$ cat src/rtl/etapa_fetch.sv
// Instruction-fetch stage: owns the PC, addresses instruction memory, fills the IF/ID register.
// Latency: an address presented at posedge k is captured in IF/ID at posedge k+1; one instruction per cycle.
// Backpressure: stall holds the PC and IF/ID; saltar overrides stall and inserts a bubble; HLT freezes the PC.
//
// Ports:
//   clk, reset_n          clock (posedge) and asynchronous active-low reset
//   stall                 hazard unit hold request
//   saltar, destino_salto taken branch/jump and its target word address
//   instruccion           word returned by instruction memory (read on negedge)
//   direccion             word address to instruction memory (the PC register)
//   if_id_*               IF/ID pipeline register: instruction, PC+1, valid flag
//   detenido              fetch halted after an HLT (all-zero word)
module etapa_fetch #(
    parameter int unsigned               ANCHO_PC = 10,
    parameter logic [ANCHO_PC-1:0]       PC_RESET = '0
) (
    input  logic                clk,
    input  logic                reset_n,
    input  logic                stall,
    input  logic                saltar,
    input  logic [ANCHO_PC-1:0] destino_salto,
    input  logic [31:0]         instruccion,
    output logic [ANCHO_PC-1:0] direccion,
    output logic [31:0]         if_id_instruccion,
    output logic [ANCHO_PC-1:0] if_id_pc_mas1,
    output logic                if_id_valido,
    output logic                detenido
);

    typedef enum logic [1:0] {
        ARRANQUE   = 2'd0,
        EJECUTANDO = 2'd1,
        DETENIDO   = 2'd2
    } estado_t;

    localparam logic [ANCHO_PC-1:0] UNO = {{(ANCHO_PC-1){1'b0}}, 1'b1};

    estado_t               estado_q, estado_d;
    logic [ANCHO_PC-1:0]   pc_q, pc_d;
    logic [31:0]           instr_q, instr_d;
    logic [ANCHO_PC-1:0]   pc_mas1_q, pc_mas1_d;
    logic                  valido_q, valido_d;

    // Wraps modulo 2^ANCHO_PC by construction.
    logic [ANCHO_PC-1:0]   pc_inc;
    assign pc_inc = pc_q + UNO;

    // State and datapath registers.
    always_ff @(posedge clk or negedge reset_n) begin
        if (!reset_n) begin
            estado_q  <= ARRANQUE;
            pc_q      <= PC_RESET;
            instr_q   <= '0;
            pc_mas1_q <= '0;
            valido_q  <= 1'b0;
        end else begin
            estado_q  <= estado_d;
            pc_q      <= pc_d;
            instr_q   <= instr_d;
            pc_mas1_q <= pc_mas1_d;
            valido_q  <= valido_d;
        end
    end

    // Next-state and next-datapath logic.
    always_comb begin
        estado_d  = estado_q;
        pc_d      = pc_q;
        instr_d   = instr_q;
        pc_mas1_d = pc_mas1_q;
        valido_d  = valido_q;

        unique case (estado_q)
            // One settling cycle so memory[PC_RESET] gets a full negedge read
            // no matter where in the cycle reset_n was released.
            ARRANQUE: begin
                estado_d = EJECUTANDO;
            end

            EJECUTANDO: begin
                if (saltar) begin
                    // Fetched word is wrong-path: drop it, no HLT check.
                    pc_d      = destino_salto;
                    instr_d   = '0;
                    pc_mas1_d = '0;
                    valido_d  = 1'b0;
                end else if (!stall) begin
                    instr_d   = instruccion;
                    pc_mas1_d = pc_inc;
                    valido_d  = 1'b1;
                    if (instruccion == 32'h0) begin
                        // HLT is passed downstream as valid; the PC parks on it.
                        estado_d = DETENIDO;
                    end else begin
                        pc_d = pc_inc;
                    end
                end
            end

            DETENIDO: begin
                if (saltar) begin
                    pc_d      = destino_salto;
                    instr_d   = '0;
                    pc_mas1_d = '0;
                    valido_d  = 1'b0;
                    estado_d  = EJECUTANDO;
                end else if (!stall) begin
                    instr_d   = '0;
                    pc_mas1_d = '0;
                    valido_d  = 1'b0;
                end
            end

            default: begin
                estado_d = ARRANQUE;
            end
        endcase
    end

    // Outputs.
    always_comb begin
        direccion         = pc_q;
        if_id_instruccion = instr_q;
        if_id_pc_mas1     = pc_mas1_q;
        if_id_valido      = valido_q;
        detenido          = (estado_q == DETENIDO);
    end

endmodule

$ cat config.mk
export PLATFORM = sky130hd
export DESIGN_NAME = etapa_fetch
export DESIGN_NICKNAME = d
export VERILOG_FILES = /design/src/rtl/etapa_fetch.sv
export SDC_FILE = /design/constraint.sdc
export NUM_CORES = 1
export LEC_CHECK = 0
export ABC_AREA = 1
export BUFFER_PORTS_ARGS = -buffer_cell sky130_fd_sc_hd__buf_2
export CORE_UTILIZATION = 52
export DETAILED_ROUTE_END_ITERATION = 8
export MAX_ROUTING_LAYER = met4
export PLACE_DENSITY = 0.84
export RECOVER_POWER = 25
export SLEW_MARGIN = 20
export SYNTH_ARGS = -nofsm -noshare
export SYNTH_HDL_FRONTEND = slang
export SYNTH_SLANG_ARGS = --single-unit
export TNS_END_PERCENT = 30
$ cat constraint.sdc
create_clock -name clk -period 2.3 [get_ports clk]
set_clock_uncertainty 0.05 [all_clocks]
set_input_delay 0 -clock clk [delete_from_list [all_inputs] [get_ports clk]]
set_output_delay 0 -clock clk [all_outputs]
set_load 0.01 [all_outputs]
======== Word level (Yosys, flattened, before mapping) ========
Cells that the tools add are included.
word-level totals
  logic and storage cells ................. 46
  input port bits ......................... 46
  register bits ........................... 55
operators by class
  add/subtract/negate cells ............... 1
  equal/unequal tests ..................... 9
  mux-type cells .......................... 25
  reduce and logical (&&, ||, !) cells .... 6
operators by type and width
  kind                     count
  $mux W32                 4
  $mux W10                 8
  $pmux W32 S2             1
  $pmux W10 S2             2
  $logic_not A32 Y1        1
  $add A10 B1 Y10 const B  1
  $ne A3 B3 Y1 const B     3
  $mux W2                  4
  $ne A2 B2 Y1 const B     4
  $reduce_and A4 Y1        2
  $pmux W2 S3              1
  $mux W1                  4
  $reduce_and A3 Y1        1
  $eq A2 B1 Y1 const B     1
  $eq A2 B2 Y1 const B     1
  $logic_not A2 Y1         1
  $pmux W1 S2              1
  $reduce_bool A2 Y1       1

======== Depth between registers and ports, before layout ========
Gate-level depths: netlist of run 1.
  depth after elaboration ................. 5
  mapped depth ............................ 11
  gate-level depth less buffers ........... 11

======== Worst setup path before layout of run 1 ========
No wires, ideal clock.
  kind .................................... register -> register
  from .................................... register estado_q[0]
  to ...................................... register instr_q[16], in the netlist if_id_instruccion[16]
  stages on the path, launching flop included .. 8
  clock period less this slack ............ 1.457 ns
  arrival ................................. 1.289 ns
  setup time .............................. 0.118 ns
  path slack .............................. 0.843 ns
  buffers on the path ..................... 1
  cell sequence ........................... dfrtp_1 > nor2_4 > inv_2 > a21oi_4 > inv_2 > clkbuf_1 > nand2_1 > nand2_1
between the ends
  word-level cells in the longest chain between the ends .. 3
RTL lines
  element                                                                     RTL line  RTL
  start: declaration                                                          38        estado_t estado_q, estado_d;
  start signal: assignment                                                    57        estado_q <= estado_d;
  $eq A2 B2 Y1 (*)                                                            -
  net detenido                                                                27        output logic detenido
  $ne A3 B3 Y1 (no source line) / $reduce_bool A2 Y1 (equally long branches)  -
  $reduce_and A3 Y1 (no source line)                                          -
  end signal: assignment                                                      59        instr_q <= instr_d;
  end: declaration                                                            40        logic [31:0] instr_q, instr_d;
The timed path passes the listed nets; every way through them passes the cells marked *.
A chain may end at the register's enable or synchronous reset.

======== Final worst setup path of run 1 ========
  from .................................... register estado_q[0]
  to ...................................... register pc_mas1_q[0], in the netlist if_id_pc_mas1[0]
between the ends
  word-level cells in the longest chain between the ends .. 3
RTL lines
  element                                                                     RTL line  RTL
  $eq A2 B1 Y1 / $eq A2 B2 Y1 (equally long branches)                         73        unique case (estado_q)
  $ne A3 B3 Y1 (no source line) / $reduce_bool A2 Y1 (equally long branches)  -
  $reduce_and A3 Y1 (no source line)                                          -
  end signal: assignment                                                      60        pc_mas1_q <= pc_mas1_d;
  end: declaration                                                            41        logic [ANCHO_PC-1:0] pc_mas1_q, pc_mas1_d;
Parallel ways exist; a longest one is shown, timed or not.

==> impl_metrics.env, run 1 <==
export IMPL_synth_area_per_cell_sq_um=7.78
export IMPL_fmax_mhz=494
export IMPL_htree_levels=2
export IMPL_end_kind="flop"
export IMPL_grt_usage_pct=30.4
export IMPL_area_growth_pct=43.4
export IMPL_dp_hpwl_mm=4.46
export IMPL_drtIter0Drc=227
export IMPL_core_sq_um=4720
export IMPL_status="finished with violations"
export IMPL_insertion_delay_ns=0.32
export IMPL_gp_congestion=0.854
export IMPL_worstSetupPathType="reg2reg"
export IMPL_yosysSeqAreaShare_pct=53.6
export IMPL_clock_root_buffer="clkbuf_8"
export IMPL_maxCapViolCount=1
export IMPL_crit_path_max_fanout=53
export IMPL_rows=25
export IMPL_cts_buffers=5
export IMPL_first_pass_iters=4
export IMPL_cp_required_ns=2.41
export IMPL_viasPerCell=5.09
export IMPL_ys_types=22
export IMPL_port_buffers=99
export IMPL_dieArea_sq_um=5230
export IMPL_postRouteAntennaNets=0
export IMPL_startpoint="estado_q[0]"
export IMPL_worst_slew_pin_slew_ns=1.50
export IMPL_grt_util_met2_pct=48.5
export IMPL_ys_warn_count=0
export IMPL_holdCritStartpoint="saltar"
export IMPL_synth_seq_cells=55
export IMPL_drive_gt1_share_pct=24.4
export IMPL_clkTransAtPathRegs_ns=0.09
export IMPL_nets=518
export IMPL_routed_wl_mm=7.19
export IMPL_met3_usage_pct=5.28
export IMPL_fill_cells=324
export IMPL_post_cts_repair_setup_buffers=0
export IMPL_finalSetupTns_ns=0
export IMPL_clock_sinks=55
export IMPL_die_y_um=72.3
export IMPL_layout_min_cycle_time_ns=2.02
export IMPL_setup_ws_ns=0.276
export IMPL_synth_area_sq_um=2570
export IMPL_max_vdd_ir_drop_v=0.000450
export IMPL_die_w_um=72.3
export IMPL_ioPinCount=100
export IMPL_power_density_nw_per_um2=641
export IMPL_slew_headroom_pct=-0.0178
export IMPL_pre_cts_slack_ns=0.0876
export IMPL_hold_viol_final=0
export IMPL_layout_common_cells="nand2_1 (137), buf_2 (98), dfrtp_1 (55)"
export IMPL_route_vias_total=2745
export IMPL_cp_data_arrival_time_ns=2.14
export IMPL_avgRoutedWirePerCell_um=13.3
export IMPL_setup_viol=0
export IMPL_antenna_found_initial=0
export IMPL_gr_total_overflow=0
export IMPL_start_util_pct=54.4
export IMPL_period_share_pct=88.0
export IMPL_rsz0062_at_grt="false"
export IMPL_grt_max_degree=54
export IMPL_layout_commonest_cell="nand2_1"
export IMPL_grtUsageMet1_pct=39.0
export IMPL_slew_viol_final=28
export IMPL_grt_pass1_vias=2664
export IMPL_violations="max-capacitance violations, max-slew violations"
export IMPL_r2r_start="estado_q[0]"
export IMPL_cts_tree="built"
export IMPL_grt_pass1_wl_mm=12.0
export IMPL_min_path_type="in2reg"
export IMPL_clockBufferDepth=2
export IMPL_postSynthCellCount=330
export IMPL_critical_path_startpoint_type="flop"
export IMPL_remaining_drc_errors=0
export IMPL_diodes=0
export IMPL_fin_util_pct=78.0
export IMPL_top_usage_layer="met2"
export IMPL_p_leak_nw=2.04
export IMPL_synthesis_nets=377
-- where the power goes --
part | leakage (nW) | switching, mW | internal [mW]
clock | 0.0644 | 0.326 | 0.434
combinational | 1.27 | 0.265 | 0.212
sequential | 0.704 | 0.0710 | 1.06
total | 2.04 | 0.662 | 1.70
-- stage by stage --
| stage | power, mW | hold WS (ns) | cells | instance area (sq um) |
|---|---|---|---|---|
| 2_1_floorplan | 1.35 | -0.346 | 330 | 2570 |
| 3_3_place_gp | 1.54 | -0.0240 | 487 | 3110 |
| 3_5_place_dp | 1.55 | -0.0176 | 487 | 3110 |
| 4_1_cts | 2.37 | 0.0159 | 539 | 3690 |
| 5_1_grt | 2.47 | 0.0711 | 539 | 3680 |
| 6_report | 2.36 | 0.0471 | 539 | 3680 |
-- cell families after synthesis --
family	after synthesis	synth area share (%)
DFF	55	53.6
AOI/OAI and AO/OA	32	6.82
xor gates and xnor gates	3	1.02
buffers and inverters	41	6.48
adders and majority gates	1	0.487
and+or+nand+nor	198	31.6
-- cells in the mapped netlist --
cell type,count,area (sq um)
clkbuf_1,2,7.51
a31oi_1,1,6.26
o21ai_1,17,85.1
ha_1,1,12.5
inv_2,2,7.51
o21ai_0,11,55.1
nand3b_1,1,7.51
a21oi_4,1,16.3
nor2_1,22,82.6
or2_2,1,6.26
nand2_1,137,514
dfrtp_1,55,1380
nand4_1,2,12.5
xnor2_1,3,26.3
nor2_4,2,22.5
inv_1,27,101
nand3_1,30,150
nor3_1,2,10.0
nand2_2,1,6.26
buf_2,10,50.1
o31ai_1,1,7.51
a21oi_1,1,5.00
-- critical path: stages, from the launching register on --
cell     delay [ns]
dfrtp_1        0.43
nor2_4         0.17
inv_2          0.08
a21oi_4        0.42
inv_2          0.47
nand2_1        0.15
o21ai_0        0.09
-- final timing paths --
kind / slack, ns / endpoint / cells past startpoint
max: 0.28 / if_id_pc_mas1[0] / 6
min: 0.05 / estado_q[1] / 4
max reg2reg: 0.28 / if_id_pc_mas1[0] / 6
min reg2reg: 0.44 / if_id_instruccion[30] / 2
max in group asynchronous: 0.69 / if_id_instruccion[11] / 3
min in group asynchronous: 0.58 / if_id_instruccion[28] / 3
-- repair_timing --
item / in CTS / in global routing
hold buffers: 44 / 0
setup endpoints to repair: 0 / 10
endpoints found under the hold margin: 99 / 0
resized for setup: 0 / 1
-- area by class of cell --
type	count	area, sq um	share of cell area (%)
multi-input combinational	234	1030	27.9
tap	67	83.8	2.28
clock buffer	5	68.8	1.87
sequential	55	1380	37.4
timing repair buffer	146	950	25.8
clock inverter	3	67.6	1.83
inverter	29	109	2.95
-- metal layers --
layer  part of all wire [%]  up-vias
met5                      0        -
met4                    2.8        0
met3                    5.9       20
met2                     50      123
met1                     42     1288
li1                       -     1314
-- flip-flops by register name, indices dropped and copies added, names as in the netlist --
name               flops
if_id_instruccion     32
direccion             10
if_id_pc_mas1         10
estado_q               2
if_id_valido           1
Note: power is estimated with default switching activity, not from simulation.
==> run 2, diff against run 1 <==
Settings changed: CORE_UTILIZATION 52 to 44, PLACE_DENSITY 0.84 to 0.76.
Clock period 2.3 ns to 1.8 ns, I/O delays scaled along.
==> run 2 against run 1 <==
The flow now finishes without violations; highest routed layer unchanged; non-clock buffer count rose by 4; count of clock-buffer cells in the layout rose by 1; sequential share of layout area shrank 0.25 points; critical endpoint is now direccion[1]; via count is 3.8% lower; power up 22%; setup slack worse by 0.029 ns; worst hold slack worse by 0.0055 ns; global-route usage fell by 4.9 points; critical path depth is 7 higher.
==> impl_metrics.env, run 2 (same netlist as run 1, synthesis figures left out) <==
export IMPL_dieArea_sq_um=6150
export IMPL_viasPerCell=4.82
export IMPL_p_leak_nw=2.03
export IMPL_diodes=0
export IMPL_port_buffers=99
export IMPL_grt_pass1_vias=2509
export IMPL_period_share_pct=86.3
export IMPL_startpoint="instruccion[22]"
export IMPL_power_density_nw_per_um2=777
export IMPL_clkTransAtPathRegs_ns=0.10
export IMPL_status="finished clean"
export IMPL_ioPinCount=100
export IMPL_p_total_mw=2.88
export IMPL_rsz0062_at_grt="false"
export IMPL_worst_slew_pin_slew_ns=1.21
export IMPL_antenna_found_initial=0
export IMPL_dp_hpwl_mm=4.55
export IMPL_area_growth_pct=44.4
export IMPL_setup_viol=0
export IMPL_holdCritStartpoint="saltar"
export IMPL_grt_max_degree=54
export IMPL_rows=27
export IMPL_routed_wl_mm=7.14
export IMPL_crit_chain="dlygate4sd3_1, buf_2, inv_1, nand2_1, nor2_1, nand2_1, nor2_1, nand2_1, nand2_1, nand2_1, buf_4, nand3_1, nand2_1"
export IMPL_htree_levels=2
export IMPL_clock_sinks=55
export IMPL_worstSetupPathType="in2reg"
export IMPL_cts_buffers=5
export IMPL_avgRoutedWirePerCell_um=13.0
export IMPL_route_vias_total=2642
export IMPL_die_w_um=78.4
export IMPL_layout_min_cycle_time_ns=1.55
export IMPL_cp_data_arrival_time_ns=1.70
export IMPL_start_util_pct=46.1
export IMPL_finalSetupTns_ns=0
export IMPL_gp_congestion=0.871
export IMPL_largest_reg_flops=32
export IMPL_hold_viol_final=0
export IMPL_core_sq_um=5570
export IMPL_r2r_start="estado_q[1]"
export IMPL_cts_tree="built"
export IMPL_grt_pass1_wl_mm=11.9
export IMPL_gr_total_overflow=0
export IMPL_maxCapViolCount=0
export IMPL_die_y_um=78.4
export IMPL_end_kind="flop"
export IMPL_drive_gt1_share_pct=23.1
export IMPL_layout_common_cells="nand2_1 (136), buf_2 (87), dfrtp_1 (55)"
export IMPL_critical_path_startpoint_type="input pin"
export IMPL_clock_root_buffer="clkbuf_8"
export IMPL_post_cts_repair_setup_buffers=0
export IMPL_max_vdd_ir_drop_v=0.000364
export IMPL_slew_viol_final=0
export IMPL_cp_required_ns=1.94
export IMPL_worst_path_largest_cell_delay_ns=0.55
export IMPL_slowest_stage="dlygate4sd3_1"
export IMPL_crit_path_max_fanout=10
export IMPL_fmax_mhz=644
export IMPL_postRouteAntennaNets=0
export IMPL_nets=522
export IMPL_slew_headroom_pct=19.0
export IMPL_grt_usage_pct=25.5
export IMPL_insertion_delay_ns=0.31
export IMPL_crit_path_frequent_cell="nand2_1"
export IMPL_remaining_drc_errors=0
export IMPL_first_pass_iters=4
export IMPL_min_path_type="in2reg"
export IMPL_clockBufferDepth=2
export IMPL_drtIter0Drc=159
export IMPL_layout_commonest_cell="nand2_1"
-- run 2: worst max-delay path, delay by kind of cell --
family                 cells  cell delay [ns]
buffers and inverters      4             0.95
and+or+nand+nor            9             0.75
-- run 2: where the power goes --
part	switching, mW	internal (mW)
logic	0.335	0.275
clock network	0.389	0.451
registers	0.0865	1.35
-- run 2: stage by stage --
stage	instance area (sq um)	worst slack [ns]	util (%)	hold WS [ns]	std cells
after detailed placement	3160	0.0762	56.7	-0.0525	496
after global placement	3160	0.150	56.7	-0.0577	496
final	3710	0.247	66.6	0.0416	548
after CTS	3720	0.0676	66.7	0.0233	548
after global routing	3710	0.0723	66.6	0.0633	548
after floorplan	2570	0.343	-	-0.346	330
-- run 2: path summary, 6_finish.rpt --
path                                         endpoint  slack (ns)  depth (start not counted)
max in group asynchronous                 estado_q[0]        0.51                          3
worst min register to register   if_id_instruccion[0]        0.44                          2
min in group asynchronous       if_id_instruccion[25]        0.41                          2
worst max register to register  if_id_instruccion[28]        0.27                          6
worst max-delay path                     direccion[1]        0.25                         13
worst min-delay path                      estado_q[1]        0.04                          4
-- run 2: area by class of cell --
type                            instances  area [sq um]
Clock buffer                            6          82.6
Clock inverter                          2          35.0
Fill cell                             472          1860
Inverter                               29           111
Multi-Input combinational cell        234          1030
Sequential cell                        55          1380
Tap cell                               72          90.1
Timing Repair Buffer                  150           986
-- run 2: timing repair --
item	4_1_cts	5_1_grt
endpoints found under the hold margin	64	0
resized for setup	0	3
endpoints found under the setup margin	0	32
hold buffers	44	0
-- run 2: routing by layer --
| layer | wire, um | vias to the layer above | track usage (%) |
|---|---|---|---|
| li1 | - | 1319 | - |
| met1 | 3040 | 1230 | 31.9 |
| met2 | 3690 | 83 | 43.5 |
| met3 | 307 | 10 | 3.95 |
| met4 | 102 | 0 | 6.30 |
| met5 | 0 | - | - |
==> run 3, diff against run 2 <==
Settings changed: ABC_AREA 1 to not set, CORE_UTILIZATION 44 to 43, PLACE_DENSITY 0.76 to 0.75, SLEW_MARGIN 20 to not set.
==> run 3 against run 2 <==
Critical path depth down 5; sequential share of layout area grew 0.35 points; register-to-register slack got worse by 0.14 ns; global-route usage decreased by 0.071 points; sequential cell count did not move; worst hold slack worse by 0.013 ns; routed wire length rose by 2.6%; utilization down 0.63 points; critical endpoint is now direccion[7]; largest cell class unchanged; largest power group unchanged.
==> impl_metrics.env, run 3 <==
export IMPL_drtIter0Drc=179
export IMPL_avgRoutedWirePerCell_um=14.6
export IMPL_setup_ws_ns=0.0906
export IMPL_hold_viol_final=0
export IMPL_p_int_mw=1.91
export IMPL_cp_data_arrival_time_ns=1.85
export IMPL_seqPwrFrac_pct=52.0
export IMPL_routed_wl_mm=7.32
export IMPL_crit_path_max_fanout=11
export IMPL_start_util_pct=44.9
export IMPL_async_flop_share_pct=100
export IMPL_postSynthCellCount=282
export IMPL_rsz0062_at_grt="false"
export IMPL_largest_reg_flops=32
export IMPL_synth_edff_count=0
export IMPL_status="finished clean"
export IMPL_slew_headroom_pct=9.12
export IMPL_clkTransAtPathRegs_ns=0.10
export IMPL_core_sq_um=5570
export IMPL_route_vias_total=2579
export IMPL_ioPinCount=100
export IMPL_dieArea_sq_um=6130
export IMPL_period_share_pct=95.0
export IMPL_grt_usage_pct=25.5
export IMPL_drive_gt1_share_pct=29.7
export IMPL_layout_commonest_cell="buf_2"
export IMPL_grt_max_degree=56
export IMPL_remaining_drc_errors=0
export IMPL_p_sw_uw=838
export IMPL_diodes=0
export IMPL_clock_sinks=55
export IMPL_die_w_um=78.3
export IMPL_synth_area_sq_um=2500
export IMPL_synth_most_common_cell="nand2_1"
export IMPL_die_y_um=78.3
export IMPL_critical_path_startpoint_type="input pin"
export IMPL_min_path_type="in2reg"
export IMPL_gp_congestion=0.819
export IMPL_p_leak_nw=1.79
export IMPL_first_pass_iters=4
export IMPL_swShare_pct=30.5
export IMPL_slew_viol_final=0
export IMPL_insertion_delay_ns=0.31
export IMPL_setup_viol=0
export IMPL_cts_tree="built"
export IMPL_power_frac_clock_pct=24.7
export IMPL_worst_slew_pin_slew_ns=1.36
export IMPL_fill_cells=433
export IMPL_seq_area_sq_um=1380
export IMPL_antenna_found_initial=0
export IMPL_synth_top_cell_by_area="dfrtp_1"
export IMPL_clock_root_buffer="clkbuf_8"
export IMPL_dp_hpwl_mm=4.68
export IMPL_synthTopCellsByArea="dfrtp_1 (55%), nand2_1 (13%), o21ai_0 (8.4%)"
export IMPL_fmax_mhz=585
export IMPL_htree_levels=2
export IMPL_gr_total_overflow=0
export IMPL_power_density_nw_per_um2=749
export IMPL_postRouteAntennaNets=0
export IMPL_fin_util_pct=65.9
export IMPL_yosysSeqAreaShare_pct=55.0
export IMPL_synth_top_area_share_pct=55.0
export IMPL_multiInputGateArea_sq_um=1080
export IMPL_synthesis_nets=329
export IMPL_end_kind="flop"
export IMPL_max_vdd_ir_drop_v=0.000576
export IMPL_synth_common_cells="nand2_1 (86), dfrtp_1 (55), o21ai_0 (42)"
export IMPL_layout_common_cells="buf_2 (99), nand2_1 (86), dfrtp_1 (55)"
export IMPL_combinationalPowerShare_pct=23.3
export IMPL_synth_seq_cells=55
export IMPL_ys_warn_count=0
export IMPL_finalSetupTns_ns=0
export IMPL_worstSetupPathType="in2reg"
export IMPL_area_growth_pct=46.8
export IMPL_maxCapViolCount=0
export IMPL_grt_pass1_wl_mm=11.7
export IMPL_grt_pass1_vias=2531
export IMPL_ys_types=35
export IMPL_rows=27
export IMPL_viasPerCell=5.16
export IMPL_cp_required_ns=1.94
export IMPL_layout_min_cycle_time_ns=1.71
export IMPL_ys_flop_type="dfrtp_1"
export IMPL_synth_area_per_cell_sq_um=8.88
export IMPL_cts_buffers=5
export IMPL_pre_cts_slack_ns=0.0901
export IMPL_nets=474
export IMPL_port_buffers=99
export IMPL_clockBufferDepth=2
export IMPL_p_total_mw=2.75
[run 3: cells by family after synthesis]
logic type	synth area share, %
AO/OA/AOI/OAI	16.5
XOR/XNOR	3.15
adder cells (fa/ha/maj)	0.500
buffers and inverters	3.45
flip-flops	55.0
AND/OR/NAND/NOR	21.4
[run 3: repair_timing]
item,CTS,global route
buffers inserted,0,0
resized for setup,0,6
hold endpoints to repair,97,0
setup endpoints to repair,0,9
hold buffers,43,0
[run 3: layout make-up]
cell class              instances  area share, %
clock buffers                   6           1.97
clock inverters                 2          0.340
inverters                       6          0.613
multi-input cells             206           29.5
flip-flops and latches         55           37.5
well taps                      72           2.45
repair buffers                153           27.7
[run 3: metrics by stage]
| stage | cells | hold slack [ns] | cell area [sq um] |
|---|---|---|---|
| after floorplan | 282 | -0.346 | 2500 |
| after detailed placement | 449 | -0.0243 | 3150 |
| after global placement | 449 | -0.0316 | 3150 |
| final | 500 | 0.0290 | 3670 |
| after CTS | 500 | 0.0270 | 3660 |
| after global routing | 500 | 0.0609 | 3670 |
[run 3: power by group through the flow]
stage               registers [mW]  logic, mW  clock network (mW)
floorplan                     1.50      0.216                   0
global placement              1.44      0.545                   0
detailed placement            1.45      0.557                   0
CTS                           1.43      0.631               0.686
global route                  1.44      0.700               0.741
finish                        1.43      0.640               0.681
[run 3: layer usage]
metal | share of wire (%) | track usage [%]
met5 | 0 | -
met4 | 3.5 | 11.9
met3 | 3.7 | 3.95
met2 | 49 | 42.8
met1 | 44 | 30.0
[run 3: path summary, 6_finish.rpt]
check,depth (start not counted),endpoint,slack [ns],startpoint
max in group asynchronous,3,if_id_instruccion[20],0.28,reset_n
worst max-delay path,8,direccion[7],0.09,instruccion[28]
worst min-delay path,4,direccion[9],0.03,destino_salto[9]
worst min register to register,2,if_id_pc_mas1[5],0.43,if_id_pc_mas1[5]
worst max register to register,5,if_id_pc_mas1[6],0.13,direccion[0]
min in group asynchronous,3,if_id_instruccion[7],0.59,reset_n
[run 3: critical path, stage by stage]
cell and delay (ns):
dlygate4sd3_1 0.53, buf_2 0.13, nor4_2 0.27, and4_1 0.28
a31oi_1 0.12, buf_4 0.20, a211oi_1 0.25, a21oi_1 0.06
